**src/rtl/reg_write_issuer.sv**
```systemverilog
// rtl/reg_write_issuer.sv - register-file write issuer merging pipeline writeback and UART load words
// Optional R0_GUARD_EN: r-file register 0 writes are accepted/completed but never issued.
module reg_write_issuer #(
    parameter int STARVE_LIMIT = 4
) (
    input  logic        CLK,
    input  logic        reset,
    input  logic        wb_valid,
    output logic        wb_ready,
    input  logic [4:0]  wb_rd,
    input  logic        wb_float,
    input  logic [31:0] wb_data,
    input  logic        uart_start,
    input  logic [4:0]  uart_rd,
    input  logic        uart_float,
    input  logic        rx_valid,
    input  logic [7:0]  rx_byte,
    output logic        rx_ready,
    output logic        uart_busy,
    output logic        RegWrite,
    output logic        UART_write_enable,
    output logic        distinct,
    output logic        AorF_before,
    output logic [4:0]  rw,
    output logic [31:0] write_data
);

    typedef enum logic [1:0] {S_IDLE, S_ASM, S_PEND} uart_state_t;

    uart_state_t state_q, state_d;
    logic [1:0]  byte_cnt_q, byte_cnt_d;
    logic [3:0]  starve_q, starve_d;
    logic [4:0]  load_rd_q, load_rd_d;
    logic        load_float_q, load_float_d;
    logic [31:0] load_word_q, load_word_d;
    logic        shadow_q, shadow_d;
    logic        regwrite_q, regwrite_d;
    logic        uwe_q, uwe_d;
    logic        distinct_q, distinct_d;
    logic        aorf_q, aorf_d;
    logic [4:0]  rw_q, rw_d;
    logic [31:0] wdata_q, wdata_d;

    logic uart_grant;
    logic wb_issue;
    logic wb_drop;
    logic uart_drop;

    assign uart_grant = (state_q == S_PEND) && (!wb_valid || (starve_q >= 4'(STARVE_LIMIT)));
    assign wb_ready   = !uart_grant;
    assign wb_issue   = wb_valid && !uart_grant;
    assign rx_ready   = (state_q == S_ASM);
    assign uart_busy  = (state_q != S_IDLE);

`ifdef R0_GUARD_EN
    assign wb_drop   = !wb_float && (wb_rd == 5'd0);
    assign uart_drop = !load_float_q && (load_rd_q == 5'd0);
`else
    assign wb_drop   = 1'b0;
    assign uart_drop = 1'b0;
`endif

    always_ff @(posedge CLK) begin
        if (reset) begin
            state_q      <= S_IDLE;
            byte_cnt_q   <= 2'd0;
            starve_q     <= 4'd0;
            load_rd_q    <= 5'd0;
            load_float_q <= 1'b0;
            load_word_q  <= 32'd0;
            shadow_q     <= 1'b0;
            regwrite_q   <= 1'b0;
            uwe_q        <= 1'b0;
            distinct_q   <= 1'b0;
            aorf_q       <= 1'b0;
            rw_q         <= 5'd0;
            wdata_q      <= 32'd0;
        end else begin
            state_q      <= state_d;
            byte_cnt_q   <= byte_cnt_d;
            starve_q     <= starve_d;
            load_rd_q    <= load_rd_d;
            load_float_q <= load_float_d;
            load_word_q  <= load_word_d;
            shadow_q     <= shadow_d;
            regwrite_q   <= regwrite_d;
            uwe_q        <= uwe_d;
            distinct_q   <= distinct_d;
            aorf_q       <= aorf_d;
            rw_q         <= rw_d;
            wdata_q      <= wdata_d;
        end
    end

    always_comb begin
        state_d      = state_q;
        byte_cnt_d   = byte_cnt_q;
        starve_d     = starve_q;
        load_rd_d    = load_rd_q;
        load_float_d = load_float_q;
        load_word_d  = load_word_q;
        shadow_d     = shadow_q;
        regwrite_d   = 1'b0;
        uwe_d        = 1'b0;
        distinct_d   = shadow_q;
        aorf_d       = aorf_q;
        rw_d         = rw_q;
        wdata_d      = wdata_q;

        case (state_q)
            S_IDLE: begin
                if (uart_start) begin
                    load_rd_d    = uart_rd;
                    load_float_d = uart_float;
                    byte_cnt_d   = 2'd0;
                    starve_d     = 4'd0;
                    state_d      = S_ASM;
                end
            end
            S_ASM: begin
                // Big-endian assembly: first byte ends up in [31:24].
                if (rx_valid) begin
                    load_word_d = {load_word_q[23:0], rx_byte};
                    byte_cnt_d  = byte_cnt_q + 2'd1;
                    if (byte_cnt_q == 2'd3) begin
                        state_d = S_PEND;
                    end
                end
            end
            S_PEND: begin
                if (uart_grant) begin
                    starve_d = 4'd0;
                    state_d  = S_IDLE;
                end else if (wb_valid && (starve_q != 4'd15)) begin
                    starve_d = starve_q + 4'd1;
                end
            end
            default: state_d = S_IDLE;
        endcase

        // UART writes force the toggle to 1 because the register file accepts them whenever distinct is set.
        if (uart_grant) begin
            if (!uart_drop) begin
                uwe_d      = 1'b1;
                distinct_d = 1'b1;
                rw_d       = load_rd_q;
                aorf_d     = load_float_q;
                wdata_d    = load_word_q;
                shadow_d   = 1'b1;
            end
        end else if (wb_issue && !wb_drop) begin
            regwrite_d = 1'b1;
            distinct_d = ~shadow_q;
            rw_d       = wb_rd;
            aorf_d     = wb_float;
            wdata_d    = wb_data;
            shadow_d   = ~shadow_q;
        end
    end

    assign RegWrite          = regwrite_q;
    assign UART_write_enable = uwe_q;
    assign distinct          = distinct_q;
    assign AorF_before       = aorf_q;
    assign rw                = rw_q;
    assign write_data        = wdata_q;

endmodule

```
**config.mk**
```make
export PLATFORM = sky130hd
export DESIGN_NAME = reg_write_issuer
export DESIGN_NICKNAME = d
export VERILOG_FILES = /design/src/rtl/reg_write_issuer.sv
export SDC_FILE = /design/constraint.sdc
export NUM_CORES = 1
export LEC_CHECK = 0
export CORE_MARGIN = 2
export CORE_UTILIZATION = 53
export CTS_CLUSTER_SIZE = 8
export DETAILED_ROUTE_END_ITERATION = 7
export GPL_TIMING_DRIVEN = 0
export PLACE_DENSITY = 0.94
export SLEW_MARGIN = 20
export SYNTH_ARGS = -nofsm -noshare
export SYNTH_HDL_FRONTEND = slang
export SYNTH_SLANG_ARGS = --single-unit
```
**constraint.sdc**
```tcl
create_clock -name CLK -period 3.85 [get_ports CLK]
set_input_delay 0.77 -clock CLK [delete_from_list [all_inputs] [get_ports CLK]]
set_output_delay 0.77 -clock CLK [all_outputs]
set_load 0.01 [all_outputs]
```
==> impl_metrics.json <==
{
  "hold_path_depth": 2,
  "p_comb_share_pct": 15.5,
  "grt_pass1_vias": 3560,
  "period_needed_ps": 3590,
  "core_area_mm2": 0.00729,
  "skew_ps": 13.4,
  "syn_nets": 489,
  "h-tree-depth": 3,
  "clk_latency_ps": 370,
  "r2r_cells": 5,
  "arrival_ps": 2820,
  "start_util_pct": 55.2,
  "io_pins": 101,
  "die_h_um": 91.1,
  "intPower_mw": 1.41,
  "drive_above_1_share_pct": 16.1,
  "yosysWarnings": 0,
  "start_kind": "input pin",
  "required_ps": 3080,
  "netlist_area_mm2": 0.00403,
  "fin_crit_sh_pct": 93.3,
  "avgRoutedWirePerCell_um": 16.6,
  "wirelength_um": 10700,
  "place_hpwl_um": 7720,
  "yosysUniqueCellTypes": 32,
  "ctsHoldBuffers": 0,
  "drv_slew": 0,
  "nets": 599,
  "grt_pass1_wl_um": 17500,
  "firstDrtPassIters": 4,
  "cts_root_buffer": "clkbuf_8",
  "reg2reg_from": "state_q[1]",
  "slew-limit-headroom_pct": 44.3,
  "clock.fmax_ghz": 0.278,
  "die-area_mm2": 0.00831,
  "worstHoldStart": "load_word_q[25]",
  "drtIter0Drc": 266,
  "max_cap_viol_count": 0,
  "die_w_um": 91.1,
  "syn_avg_cell_area_um2": 9.36,
  "worst_pin_slew_ps": 836,
  "cts_max_path_buffers": 2,
  "endpoint_kind": "output port",
  "route.antenna.remaining_nets": 0,
  "grt_overflow": 0,
  "utilization_pct": 73.3,
  "pwr-share-clk_pct": 34.7,
  "outcome": "complete, no violations",
  "cts.sinks": 87,
  "crit_fanout": 8,
  "area_growth_pct": 32.8,
  "ys_ff_latch": 87,
  "min_to": "write_data[25]",
  "ff2ff_setup_slack_ps": 2050,
  "netSwitchingFraction_pct": 26.0,
  "gr-max-usage-layer": "met2",
  "use_met2_pct": 46.5,
  "antenna_found_initial": 0,
  "post-place-ws_ps": 281,
  "port_buffers": 99,
  "drt-vias-per-instance": 5.52,
  "numCtsBuffers": 9,
  "use_met1_pct": 32.5,
  "post_cts_buffers": 0,
  "setup_viol": 0,
  "criticalPathCategory": "in -> out",
  "cts_resized": 0,
  "grt_max_degree": 16,
  "switchingPower_mw": 0.496,
  "setup_tns_ps": 0,
  "use_met3_pct": 6.31,
  "totalPowerFinal_mw": 1.91,
  "grtUsageTotal_pct": 26.6,
  "hold_ws_ps": 470,
  "synthCells": 430,
  "place_congestion": 0.870,
  "worst_slack_ps": 256,
  "placementRows": 31,
  "clk_pin_slew_worst_paths_ps": 100,
  "vias": 3552,
  "peakVddDrop_v": 0.000232,
  "drc": 0,
  "cts_tree": "done",
  "reg2reg_to": "write_data[1]",
  "hold_viol": 0,
  "num_antenna_cells": 0,
  "min_path_type": "reg -> reg",
  "seq_area_frac_synth_pct": 43.3,
  "p_per_area_mw_per_mm2": 357,
  "rsz0062_at_grt": "no",
  "pwr-share-seq_pct": 49.8,
  "p_leak_nw": 1.74
}
==> worst max-delay path: stages <==
cell and delay (ps):
clkdlybuf4s50_1 690, or3b_1 450, and2_1 190, buf_6 140, inv_2 60, clkdlybuf4s50_1 530
==> cells in the final DEF (no fill, tap or decap), types with 6 or more instances in the layout <==
master	instances
a211oi_2	38
a21oi_1	36
a221oi_1	18
a221oi_2	20
clkbuf_1	30
clkbuf_8	10
clkdlybuf4s50_1	99
dfxtp_1	87
inv_1	38
mux2i_1	6
nand2_1	68
nor2_1	10
nor2b_1	41
==> logic make-up (layout without fill, tap and decap cells) <==
family | count (synthesis) | count (layout) | share of synthesized area (%)
buffers and inverters | 81 | 196 | 8.80
AND/OR/NAND/NOR | 133 | 133 | 16.4
multiplexers | 6 | 6 | 1.49
AO/OA/AOI/OAI | 120 | 120 | 29.2
flip-flops | 87 | 87 | 43.3
adder cells (fa/ha/maj) | 2 | 2 | 0.622
XOR/XNOR | 1 | 1 | 0.218
==> cell usage after synthesis <==
cell type	number	area, um2
a32oi_1	2	17.5
or3b_1	1	8.76
and2_1	1	6.26
a21oi_1	36	180
a221oi_2	20	300
nand3b_1	3	22.5
or2_1	1	6.26
a211oi_2	38	475
buf_2	4	20.0
dfxtp_1	87	1740
o21bai_1	2	15.0
buf_6	5	56.3
o21ai_1	1	5.00
a221oi_1	18	158
nor2_1	10	37.5
buf_4	2	15.0
nand4b_1	1	8.76
clkbuf_1	30	113
o31ai_1	1	7.51
nor3b_1	5	37.5
nor2b_1	41	257
o21ba_2	1	10.0
mux2i_1	6	60.1
nand2_1	68	255
ha_1	2	25.0
buf_1	1	3.75
a31oi_1	1	6.26
nor4_2	1	12.5
inv_2	1	3.75
inv_1	38	143
xnor2_1	1	8.76
and3b_1	1	8.76
==> registers in the layout, summed over array words and instances, names as in the netlist <==
signal	cells
UART_write_enable	1
load_float_q	1
AorF_before	1
load_rd_q	5
write_data	32
rw	5
byte_cnt_q	2
state_q	2
distinct	1
RegWrite	1
load_word_q	32
starve_q	4
==> final cells by class <==
class | count | area (um2)
Inverter | 39 | 146
Sequential cell | 87 | 1740
Multi-Input combinational cell | 262 | 1930
Clock inverter | 6 | 68.8
Timing Repair Buffer | 99 | 991
Tap cell | 99 | 124
Clock buffer | 10 | 138
Buffer | 42 | 208
Fill cell | 514 | 1950
==> power by group through the flow <==
stage | sequential, mW | combinational (mW) | clock, mW
3_5_place_dp | 0.971 | 0.293 | 0
4_1_cts | 0.950 | 0.296 | 0.655
5_1_grt | 0.954 | 0.318 | 0.698
6_report | 0.950 | 0.296 | 0.662
2_1_floorplan | 0.979 | 0.140 | 0
3_3_place_gp | 0.970 | 0.286 | 0
==> worst max path at each step <==
stage	startpoint	endpoint	slack [ps]	cells after the start
6_report	wb_valid	wb_ready	260	6
5_1_grt	wb_valid	wb_ready	210	6
3_5_place_dp	wb_valid	wb_ready	280	6
3_3_place_gp	wb_valid	wb_ready	300	6
4_1_cts	wb_valid	wb_ready	280	6
2_1_floorplan	wb_valid	wb_ready	1590	4
==> stage by stage <==
| step | instances | area (um2) |
|---|---|---|
| after detailed placement | 628 | 5140 |
| final | 644 | 5350 |
| after floorplan | 430 | 4030 |
| after global routing | 644 | 5350 |
| after CTS | 644 | 5350 |
| after global placement | 628 | 5140 |
==> per-layer routing <==
| metal | vias to the layer above | share of wire, % |
|---|---|---|
| li1 | 1708 | - |
| met1 | 1709 | 43 |
| met2 | 115 | 50 |
| met3 | 20 | 5.9 |
| met4 | 0 | 1.6 |
| met5 | - | 0 |
No activity file was read; power rests on OpenSTA's default activity.
